## config.mk

```make
export PLATFORM = sky130hd
export DESIGN_NAME = isa_width_packer
export DESIGN_NICKNAME = d
export VERILOG_FILES = /design/src/rtl/isa_pack_pkg.sv /design/src/rtl/isa_line_fifo.sv /design/src/rtl/isa_width_packer.sv
export SDC_FILE = /design/constraint.sdc
export NUM_CORES = 1
export LEC_CHECK = 0
export CELL_PAD_IN_SITES_DETAIL_PLACEMENT = 0
export CELL_PAD_IN_SITES_GLOBAL_PLACEMENT = 1
export CORE_AREA = 5 5 254 256
export CTS_BUF_LIST = sky130_fd_sc_hd__clkbuf_2
export DETAILED_ROUTE_END_ITERATION = 10
export DIE_AREA = 0 0 259 261
export GPL_ROUTABILITY_DRIVEN = 0
export PLACE_DENSITY_LB_ADDON = 0.3
export SETUP_SLACK_MARGIN = 0.2
export SYNTH_ARGS = -nofsm -noshare
export SYNTH_HDL_FRONTEND = slang
export SYNTH_SLANG_ARGS = --single-unit
export TNS_END_PERCENT = 30
```

## constraint.sdc

```tcl
create_clock -name clk_i -period 8.2 [get_ports clk_i]
set_clock_uncertainty 0.05 [all_clocks]
set_input_delay 1.64 -clock clk_i [delete_from_list [all_inputs] [get_ports clk_i]]
set_output_delay 1.64 -clock clk_i [all_outputs]
set_load 0.1 [all_outputs]
```

## src/rtl/isa_pack_pkg.sv

```systemverilog
// Shared widths, address-decode helpers and the queued line record for the ISA width packer.
package isa_pack_pkg;

   localparam int DEF_IN_W   = 64;
   localparam int DEF_RATIO  = 2;
   localparam int DEF_ADDR_W = 32;

   function automatic int clog2(input int value);
      int r;
      r = 0;
      while ((1 << r) < value) r = r + 1;
      return r;
   endfunction

   function automatic int lane_bytes(input int in_w);
      return in_w / 8;
   endfunction

   // Byte-offset bits inside one input word.
   function automatic int lb_of(input int in_w);
      return clog2(lane_bytes(in_w));
   endfunction

   // Byte-offset bits inside one packed line.
   function automatic int line_lb_of(input int in_w, input int ratio);
      return clog2(lane_bytes(in_w) * ratio);
   endfunction

   localparam int LANE_W  = DEF_IN_W;
   localparam int LB      = lb_of(DEF_IN_W);
   localparam int LINE_LB = line_lb_of(DEF_IN_W, DEF_RATIO);

   typedef struct packed {
      logic [DEF_ADDR_W-1:0]           addr;
      logic [DEF_RATIO-1:0]            mask;
      logic [DEF_IN_W*DEF_RATIO-1:0]   data;
   } line_entry_t;

endpackage

```

## src/rtl/isa_line_fifo.sv

```systemverilog
// First-word-fall-through line queue: head is valid the cycle after the first push.
// Pushes into a full queue and pops from an empty one are ignored; push and pop may coincide.
module isa_line_fifo
   import isa_pack_pkg::*;
#(
   parameter int  DEPTH   = 4,
   parameter type entry_t = line_entry_t
) (
   input  logic                 clk,
   input  logic                 rst,
   input  logic                 push,
   input  entry_t               push_entry,
   input  logic                 pop,
   output entry_t               head,
   output logic                 full,
   output logic                 empty,
   output logic [clog2(DEPTH):0] count
);

   localparam int AW = clog2(DEPTH);

   entry_t          mem [DEPTH];
   logic [AW-1:0]   wr_ptr;
   logic [AW-1:0]   rd_ptr;
   logic            do_push;
   logic            do_pop;

   assign full    = (count == (AW+1)'(DEPTH));
   assign empty   = (count == '0);
   assign do_push = push & ~full;
   assign do_pop  = pop & ~empty;
   assign head    = mem[rd_ptr];

   always_ff @(posedge clk) begin
      if (do_push) begin
         mem[wr_ptr] <= push_entry;
      end
   end

   // Pointers wrap naturally; the extra count bit separates full from empty.
   always_ff @(posedge clk) begin
      if (rst) begin
         wr_ptr <= '0;
         rd_ptr <= '0;
         count  <= '0;
      end else begin
         if (do_push) begin
            wr_ptr <= wr_ptr + 1'b1;
         end
         if (do_pop) begin
            rd_ptr <= rd_ptr + 1'b1;
         end
         if (do_push && !do_pop) begin
            count <= count + 1'b1;
         end else if (do_pop && !do_push) begin
            count <= count - 1'b1;
         end
      end
   end

endmodule

```

## src/rtl/isa_width_packer.sv

```systemverilog
// Address-directed packer merging IN_W-bit ISA writes into RATIO-lane instruction RAM lines.
// A pushed line is visible the next cycle; input stalls while flush is held or the line queue is full.
module isa_width_packer
   import isa_pack_pkg::*;
#(
   parameter int IN_W       = DEF_IN_W,
   parameter int RATIO      = DEF_RATIO,
   parameter int ADDR_W     = DEF_ADDR_W,
   parameter int FIFO_DEPTH = 4,
   parameter int TIMEOUT    = 16
) (
   input  logic                  clk_i,
   input  logic                  rst_i,
   input  logic                  isa_valid_i,
   output logic                  isa_ready_o,
   input  logic [IN_W-1:0]       isa_data_i,
   input  logic [ADDR_W-1:0]     isa_addr_i,
   input  logic                  flush_i,
   output logic                  line_valid_o,
   input  logic                  line_ready_i,
   output logic [IN_W*RATIO-1:0] line_data_o,
   output logic [ADDR_W-1:0]     line_addr_o,
   output logic [RATIO-1:0]      line_mask_o,
   output logic                  err_misalign_o
);

   localparam int OUT_W = IN_W * RATIO;
   localparam int WLB   = lb_of(IN_W);
   localparam int LLB   = line_lb_of(IN_W, RATIO);
   localparam int RB    = clog2(RATIO);
   localparam int CW    = clog2(FIFO_DEPTH) + 1;
   localparam int TW    = (TIMEOUT > 0) ? clog2(TIMEOUT + 1) : 1;

   localparam logic [ADDR_W-1:0] WORD_OFS = ADDR_W'((1 << WLB) - 1);
   localparam logic [ADDR_W-1:0] LINE_OFS = ADDR_W'((1 << LLB) - 1);
   localparam logic [TW-1:0]     T_LAST   = TW'((TIMEOUT > 0) ? TIMEOUT - 1 : 0);
   localparam logic [TW-1:0]     T_MAX    = TW'(TIMEOUT);

   typedef struct packed {
      logic [ADDR_W-1:0] addr;
      logic [RATIO-1:0]  mask;
      logic [OUT_W-1:0]  data;
   } entry_t;

   // Accumulator: acc_part distinguishes PARTIAL from EMPTY.
   logic              acc_part;
   logic [ADDR_W-1:0] acc_base;
   logic [RATIO-1:0]  acc_mask;
   logic [OUT_W-1:0]  acc_data;
   logic [TW-1:0]     timer;
   logic              err;

   logic              nxt_part;
   logic [ADDR_W-1:0] nxt_base;
   logic [RATIO-1:0]  nxt_mask;
   logic [OUT_W-1:0]  nxt_data;

   logic [RB-1:0]     lane;
   logic [ADDR_W-1:0] base;
   logic              accept;
   logic              collide;
   logic              timeout_hit;
   logic              push;
   entry_t            push_entry;
   logic              pop;
   entry_t            head;
   logic              fifo_full;
   logic              fifo_empty;
   logic [CW-1:0]     fifo_count;

   assign lane        = isa_addr_i[WLB +: RB];
   assign base        = isa_addr_i & ~LINE_OFS;
   assign accept      = isa_valid_i & isa_ready_o;
   assign collide     = acc_part & ((base != acc_base) | acc_mask[lane]);
   assign timeout_hit = (TIMEOUT != 0) && (timer == T_LAST);

   // A pop in the same cycle does not open a slot for an incoming word.
   assign isa_ready_o = ~rst_i & ~flush_i & (fifo_count < CW'(FIFO_DEPTH));

   always_comb begin
      push            = 1'b0;
      push_entry.addr = acc_base;
      push_entry.mask = acc_mask;
      push_entry.data = acc_data;
      nxt_part        = acc_part;
      nxt_base        = acc_base;
      nxt_mask        = acc_mask;
      nxt_data        = acc_data;

      if (accept) begin
         // A collision evicts the old line untouched and restarts from this word alone.
         if (collide) begin
            push = 1'b1;
         end
         if (collide || !acc_part) begin
            nxt_mask = '0;
            nxt_data = '0;
         end
         nxt_base                      = base;
         nxt_mask[lane]                = 1'b1;
         nxt_data[lane*IN_W +: IN_W]   = isa_data_i;
         nxt_part                      = 1'b1;
         if (!collide && (&nxt_mask)) begin
            push            = 1'b1;
            push_entry.addr = base;
            push_entry.mask = nxt_mask;
            push_entry.data = nxt_data;
            nxt_part        = 1'b0;
            nxt_mask        = '0;
            nxt_data        = '0;
         end
      end else if (acc_part && !fifo_full && (flush_i || timeout_hit)) begin
         push     = 1'b1;
         nxt_part = 1'b0;
         nxt_mask = '0;
         nxt_data = '0;
      end
   end

   always_ff @(posedge clk_i) begin
      if (rst_i) begin
         acc_part <= 1'b0;
         acc_base <= '0;
         acc_mask <= '0;
         acc_data <= '0;
         timer    <= '0;
         err      <= 1'b0;
      end else begin
         acc_part <= nxt_part;
         acc_base <= nxt_base;
         acc_mask <= nxt_mask;
         acc_data <= nxt_data;
         // Timer holds at its last value while a timeout push waits on a full queue.
         if (accept || push || !acc_part) begin
            timer <= '0;
         end else if (!timeout_hit && timer != T_MAX) begin
            timer <= timer + 1'b1;
         end
         if (accept && ((isa_addr_i & WORD_OFS) != '0)) begin
            err <= 1'b1;
         end
      end
   end

   isa_line_fifo #(
      .DEPTH   (FIFO_DEPTH),
      .entry_t (entry_t)
   ) u_fifo (
      .clk        (clk_i),
      .rst        (rst_i),
      .push       (push),
      .push_entry (push_entry),
      .pop        (pop),
      .head       (head),
      .full       (fifo_full),
      .empty      (fifo_empty),
      .count      (fifo_count)
   );

   assign line_valid_o   = ~rst_i & ~fifo_empty;
   assign pop            = line_valid_o & line_ready_i;
   assign line_addr_o    = line_valid_o ? head.addr : '0;
   assign line_mask_o    = line_valid_o ? head.mask : '0;
   assign line_data_o    = line_valid_o ? head.data : '0;
   assign err_misalign_o = ~rst_i & err;

endmodule
```

# After elaboration in Yosys (flattened, before gate mapping)
# Memory sizes are Yosys's and may differ from the RTL's. A register that Yosys moved wholly into a read port is not among the register bits.
# Index checks and enable logic that the tools add are counted.
[classes] n_addsub=6 n_mul=0 n_div=0 order_cmp=3 n_eq_ne=4 shifts=2 muxes=33 bitwise_logic=15 reduce_logical=24
[op_table] op="$mux W128" count=6
[op_table] op="$mux W162" count=2
[op_table] op="$bwmux W128" count=1
[op_table] op="$shift A64 B34 Y128 const A" count=1
[op_table] op="$shiftx A64 B34 Y128" count=1
[op_table] op="$neg A7 Y34" count=1
[op_table] op="$mux W32" count=1
[op_table] op="$reduce_bool A32 Y1" count=1
[op_table] op="$ne A28 B28 Y1" count=1
[op_table] op="$mux W2" count=8
[op_table] op="$mux W1" count=12
[op_table] op="$and A1 B1 Y1" count=9
[op_table] op="$logic_and A1 B1 Y1" count=8
[op_table] op="$logic_not A1 Y1" count=6
[op_table] op="$mux W3" count=2
[op_table] op="$add A5 B1 Y5 const B" count=1
[op_table] op="$eq A5 B4 Y1 const B" count=1
[op_table] op="$ne A5 B5 Y1 const B" count=1
[op_table] op="$add A2 B1 Y2 const B" count=2
[op_table] op="$logic_or A1 B1 Y1" count=4
[op_table] op="$not A1 Y1" count=4
[op_table] op="$reduce_bool A2 Y1" count=2
[op_table] op="$add A3 B1 Y3 const B" count=1
[op_table] op="$eq A3 B3 Y1 const B" count=1
[op_table] op="other kinds (10)" count=10
[totals] reg_bits=172 latchBits=0 ramBits=648 romBits=0 inputBits=101 elab_cells=97 mem_count=1
[mem_list] memory="u_fifo.mem" words=4 width=162 rd=1 rd_clocked_by_memory_dff=1 wr=1 line="isa_line_fifo.sv:22" source="entry_t mem [DEPTH];"

# Logic depth before layout (Yosys ltp)
[depth] ltp_word=17 mapped_depth=13

# Hierarchy
# Synthesis repeated with hierarchy kept, for this count alone.
[unflattened] cells_unflattened=1758 hier_area_um2=32232.2
[modules_own_cells] module="isa_line_fifo" instances=1 cells_each=894 area_each_um2=23797.8
[modules_own_cells] module="isa_width_packer" instances=1 cells_each=864 area_each_um2=8434.3

# Least setup slack after synthesis
# OpenSTA, ideal clock, no wires.
[synth_timing] path_kind="in2reg" start="input rst_i" end="memory u_fifo.mem[0][0] (netlist bit) (enable)" arrival_time_ns=8.361 path_slack_ns=-0.749 stages=5 path_cell_list="nor3_1 > nand2_1 > o21ai_0 > o221a_2 > and2_1"
[synth_via] elab_chain_len=8
[synth_lines] element="start: declaration" line="isa_width_packer.sv:13" source="input logic rst_i,"
[synth_lines] element="$not A1 Y1" line="isa_width_packer.sv:78" source="assign isa_ready_o = ~rst_i & ~flush_i & (fifo_count < CW'(FIFO_DEPTH));"
[synth_lines] element="$and A1 B1 Y1 (2 in a row)" line="isa_width_packer.sv:78"
[synth_lines] element="$and A1 B1 Y1" line="isa_width_packer.sv:73" source="assign accept = isa_valid_i & isa_ready_o;"
[synth_lines] element="$mux W1" line="isa_width_packer.sv:90" source="if (accept) begin"
[synth_lines] element="$and A1 B1 Y1" line="isa_line_fifo.sv:30" source="assign do_push = push & ~full;"
[synth_lines] element="named net u_fifo.do_push" line="isa_line_fifo.sv:25" source="logic do_push;"
[synth_lines] element="$mux W1" line="isa_line_fifo.sv:35" source="if (do_push) begin"
[synth_lines] element="$mux W1 (implied by the code)" line="isa_line_fifo.sv:36" source="mem[wr_ptr] <= push_entry;"
[synth_lines] element="end: declaration" line="isa_line_fifo.sv:22"
# The timed path passes the listed nets, and every way through them passes these cells.

==> results.sh <==
export IMPL_status="finished clean"
export IMPL_critical_path_arrival_ps=4700
export IMPL_cp_end_kind="output pin"
export IMPL_row_count=92
export IMPL_numClockSinks=806
export IMPL_tns_ps=0
export IMPL_grt_max_degree=87
export IMPL_post_cts_setup_buffers=0
export IMPL_synth_edff_count=632
export IMPL_ir_drop_uv=226
export IMPL_postRouteAntennaNets=0
export IMPL_synth_area_per_cell_um2=18.3
export IMPL_wl_per_cell_um=22.5
export IMPL_rsz0062_at_grt="false"
export IMPL_tritoncts="built"
export IMPL_synth_async_reset_ratio=0
export IMPL_io_pins=266
export IMPL_holdPathEnd="acc_data[1]"
export IMPL_min_from="acc_data[1]"
export IMPL_num_vias=16800
export IMPL_rrSetupSlack_ps=4130
export IMPL_yosysWarnings=0
export IMPL_die_width_um=259
export IMPL_dieArea_um2=67600
export IMPL_root_buffer="clkbuf_2"
export IMPL_final_area_um2=36700
export IMPL_hold_viol=0
export IMPL_viasPerCell=5.44
export IMPL_placed_cell_area_um2=34900
export IMPL_synth_cells=1735
export IMPL_synth_yosys_seq_area_share=0.706
export IMPL_reg2reg_to="u_fifo.mem[2][64]"
export IMPL_ys_flop_type="edfxtp_1"
export IMPL_cts_buffers=187
export IMPL_grt_pass1_wl_um=106000
export IMPL_period_minus_slack_ps=6390
export IMPL_final_max_slew_viol_count=0
export IMPL_io_buffers=261
export IMPL_cts_hold_buf=0
export IMPL_r2r_start="acc_base[31]"
export IMPL_grt_usage=0.207
export IMPL_antenna_found_initial=11
export IMPL_grt_overflow=0
export IMPL_drt_iter0_markers=1047
export IMPL_r2r_cells=7
export IMPL_totalWireLength_um=69700
export IMPL_floorplan_initialDensity=0.511
export IMPL_cts_buffer_depth=3
export IMPL_syn_to_final_growth_pct=15.3
export IMPL_drive_gt1_frac=0.329
export IMPL_p_per_area_nw_per_um2=299
export IMPL_cts_resized=0
export IMPL_h_tree_depth=4
export IMPL_crit_required_ps=6510
export IMPL_maxCapViolCount=0
export IMPL_relSlewSlack=0.288
export IMPL_worstHoldPathCells=1
export IMPL_max_clock_freq_ghz=0.156
export IMPL_insertion_delay_ps=1300
export IMPL_hpwl_um=39400
export IMPL_setup_viol=0
export IMPL_critical_path_class="reg -> out"
export IMPL_fp_dieH_um=261
export IMPL_utilization=0.589
export IMPL_synth_cell_type_count=46
export IMPL_cp_max_fo=60
export IMPL_dr_pass1_iters=5
export IMPL_core_area_um2=62300
export IMPL_first_global_vias=18000
export IMPL_cp_start_kind="flip-flop"
export IMPL_layout_commonest_cell="edfxtp_1"
export IMPL_ys_ff_latch=806
export IMPL_clk_pin_slew_worst_paths_ps=90
export IMPL_period_share=0.779
export IMPL_hold_path_class="reg -> reg"
export IMPL_nNetsFinal=2187
export IMPL_layout_common_cells="edfxtp_1, clkbuf_2, dfxtp_1"
export IMPL_worst_pin_slew_ps=1070
export IMPL_synthesis_area_um2=31800
export IMPL_hold_worst_slack_ps=429
export IMPL_power_leakage_nw=12.9
export IMPL_route_detailed_drc=0
export IMPL_nFillCells=4853
-- final cells by class --
cell class                      count  area, um2  area share
Antenna cell                        5       12.5    0.000341
Clock buffer                      294       1470      0.0401
Clock inverter                     58        322     0.00877
Inverter                            8       30.0    0.000819
Multi-Input combinational cell    785       8670       0.236
Sequential cell                   806      22500       0.613
Tap cell                          846       1060      0.0289
Timing Repair Buffer              289       2640      0.0721
-- Yosys cell counts, drive strengths merged, types with 6 or more instances --
cell type  instances  area [um2]
edfxtp           632       19000
a22o             128        1120
xnor2             30         263
a21oi             31         155
clkbuf            73         274
buf               66         443
and2             163        1020
ha                 8         100
mux4             158        3560
dfxtp            174        3480
inv                8        30.0
mux2             129        1680
o21ai              6        30.0
nor2              16        60.1
nand2             66         248
nand4              6        37.5
-- critical path, cell delays in order, from the launching register on --
cell             delay (ps)
dfxtp_4                1050
buf_4                   680
mux4_2                  380
and2_1                  140
clkdlybuf4s50_1        1130
-- cell families after synthesis --
family                   count (synthesis)  synth area share
flip-flops                             806             0.706
multiplexers                           291             0.166
XOR/XNOR                                34           0.00936
AND/OR/NAND/NOR                        271            0.0474
adder cells (fa/ha/maj)                  9           0.00378
AO/OA/AOI/OAI                          176            0.0439
buffers and inverters                  147            0.0235
other                                    1          0.000118
-- state kept, by name, summed over array words and instances (netlist names), named ones only --
register       flops
acc_base          28
acc_data         128
acc_mask           2
acc_part           1
err                1
timer              5
u_fifo.count       3
u_fifo.mem       632
u_fifo.rd_ptr      2
u_fifo.wr_ptr      2
-- metal layers --
metal | vias to the layer above | GRT usage | share of wire
met3 | 87 | 0.0521 | 0.055
met2 | 492 | 0.354 | 0.51
met5 | - | 0 | 0.00067
li1 | 7589 | - | -
met1 | 8652 | 0.265 | 0.41
met4 | 6 | 0.0637 | 0.016
-- per-stage QoR --
step	power (W)	setup slack, ps	cells
final	0.0109	1810	3091
after global routing	0.0115	1440	3090
after CTS	0.0111	1530	3086
after detailed placement	0.00852	2100	2734
after global placement	0.00849	2150	2734
after floorplan	0.00764	-749	1738
-- worst max path at each step --
stage	startpoint	endpoint	slack (ps)	depth (start not counted)
2_1_floorplan	rst_i	u_fifo.mem[2][0]	-750	5
3_3_place_gp	rst_i	line_data_o[112]	2150	5
3_5_place_dp	rst_i	line_mask_o[1]	2100	5
4_1_cts	flip-flop	line_data_o[5]	1530	4
5_1_grt	flip-flop	line_data_o[118]	1440	4
6_report	flip-flop	line_data_o[5]	1810	4
-- where the power goes --
part	total [W]	switching, W	internal (W)
registers	0.00474	0.000113	0.00463
logic	0.00364	0.00266	0.000981
clock network	0.00257	0.00152	0.00105
total	0.0109	0.00429	0.00666
Note: power is estimated with default switching activity, not from simulation.
==> RTL change (same settings) <==
`DEF_ADDR_W`: 32 -> 16.
--- a/src/rtl/isa_pack_pkg.sv
+++ b/src/rtl/isa_pack_pkg.sv
@@ -4,5 +4,5 @@
    localparam int DEF_IN_W   = 64;
    localparam int DEF_RATIO  = 2;
-   localparam int DEF_ADDR_W = 32;
+   localparam int DEF_ADDR_W = 16;
 
    function automatic int clog2(input int value);
Ports: changed (resized isa_addr_i and line_addr_o); port bits go from 266 to 234. The function was not compared with the original's and may differ.
==> RTL change against the original RTL <==
Sequential cell count fell by 80. Critical endpoint is now line_data_o[57]. Wire length fell by 10%. Worst setup slack improved by 0.079 ns. Via count fell by 10%. Cell count fell by 7.5%. Largest power group unchanged. Total power fell by 22%. Design area fell by 8.8%. Synthesized area fell by 9.9%.
==> RTL change: results (changes against the original RTL) <==
first_global_vias: 16430  # -9.0%
grt_max_degree: 79  # -9.2%
cts_made_buffers: 177  # -5.3%
async_reset_ff_frac: 0  # unchanged
switchingPower_mw: 2.939  # -31%
hpwl_um: 34390  # -13%
top_regs: "u_fifo.mem (568), acc_data (128), acc_base (12)"
yosys.area.top_type: "edfxtp_1"
io_buffer_count: 229  # -12%
cp_max_fo: 46  # -23%
fin_nets: 1958  # -10%
htree_levels: 4  # unchanged
clockRootBuffer: "clkbuf_2"
slew_headroom: 0.2575  # -0.03084
drive_gt1_frac: 0.2670  # -0.06243
ir_worst_vdd_mv: 0.1744  # -23%
synth_edf_count: 568  # -10%
synth_area_leaders: "edfxtp_1, mux4_2, dfxtp_1, a22o_1, mux2_4"
drtIter0Drc: 846  # -19%
cts_setup_buffers: 0  # unchanged
status: "finished clean"
grt_first_pass_wirelength_um: 95570  # -9.8%
cp.arrival_ns: 4.62  # -0.08 ns
clk_path_buf_depth: 3  # unchanged
via_per_inst: 5.298  # -2.7%
clock_latency_ns: 1.26  # -0.04 ns
synthTopCellsByCount: "edfxtp_1, dfxtp_1, and2_1, mux4_2, a22o_1"
hold_class: "reg2reg"
firstDrtPassIters: 5  # unchanged
antenna_found_initial: 5  # -6
p_leak_nw: 11.67  # -9.6%
dpl_worst_slack_ns: 2.050  # -0.05458 ns
ys.warnings.count: 0  # unchanged
cts_resized: 0  # unchanged
track_usage: 0.1868  # -0.02046
nFillCells: 5075  # +4.6%
routed_wl_um: 62620  # -10%
clk_pin_slew_ns: 0.09  # about the same
ys_seq_area_frac: 0.7050  # -0.001019
synth_cell_types: 48  # +4.3%
==> RTL change: cell count changes after synthesis, moves of 10 or more <==
cell | unedited run | this run
a21oi_1 | 31 | 15
and2_1 | 163 | 142
buf_2 | 41 | 25
buf_6 | 2 | 12
clkbuf_1 | 73 | 61
dfxtp_1 | 174 | 158
edfxtp_1 | 632 | 568
mux2_1 | 0 | 60
mux2_2 | 69 | 9
mux4_2 | 158 | 142
nand2_1 | 66 | 32
xnor2_1 | 30 | 13
==> RTL change: worst paths after layout <==
kind                   start            endpoint  slack (ns)  depth (start not counted)
max                flip-flop     line_data_o[57]        1.89                          4
min            acc_data[113]       acc_data[113]        0.43                          1
min reg2reg    acc_data[113]       acc_data[113]        0.43                          1
max reg2reg  u_fifo.count[2]  u_fifo.mem[0][111]        4.44                          6
==> RTL change: cell type report <==
| cell class | instances | share of cell area |
|---|---|---|
| timing repair buffer | 255 | 0.07645 |
| clock buffer | 270 | 0.04039 |
| antenna | 3 | 0.0002244 |
| multi-input combinational | 694 | 0.2379 |
| inverter | 10 | 0.001122 |
| sequential | 726 | 0.6046 |
| tap | 846 | 0.03164 |
| clock inverter | 56 | 0.007704 |
==> RTL change: logic make-up (layout without fill, tap and decap cells) <==
kind of cell / Yosys count / count (layout) / share of synthesized area
DFF: 726 / 726 / 0.7050
muxes: 274 / 274 / 0.1711
and+or+nand+nor: 223 / 223 / 0.04577
AOI/OAI and AO/OA: 166 / 166 / 0.04734
buffers and inverters: 122 / 591 / 0.02099
xor gates and xnor gates: 18 / 18 / 0.005497
adders and majority gates: 9 / 9 / 0.004188
other: 1 / 7 / 0.0001308
==> RTL change: metal layers <==
layer / track usage / vias up / share of wire
met5: 0 / - / 0.00075
met4: 0.06183 / 6 / 0.018
met3: 0.04869 / 79 / 0.049
met2: 0.3226 / 384 / 0.52
met1: 0.2320 / 7787 / 0.41
li1: - / 6895 / -
==> RTL change: critical path, cell delays in order (launching register included) <==
cell and delay, ns:
dfxtp_4 0.66, buf_4 0.86, mux4_2 0.65, and2_1 0.19, clkdlybuf4s50_1 0.97
==> RTL change: per-stage QoR <==
stage,cells,instance area (um^2),hold slack [ns],setup TNS (ns)
after floorplan,1542,28690,0.3867,-830.51
after global placement,2531,31840,0.4001,0
after detailed placement,2531,31840,0.4051,0
after CTS,2857,33450,0.4313,0
after global routing,2859,33450,0.4406,0
final,2860,33450,0.4276,0
==> RTL change: power by group through the flow <==
stage | sequential [mW] | combinational (mW) | clock, mW
after global routing | 4.12 | 2.20 | 2.60
after global placement | 4.18 | 2.12 | 0
after floorplan | 4.18 | 1.62 | 0
after detailed placement | 4.19 | 2.13 | 0
after CTS | 4.11 | 2.14 | 2.39
final | 4.10 | 2.10 | 2.29
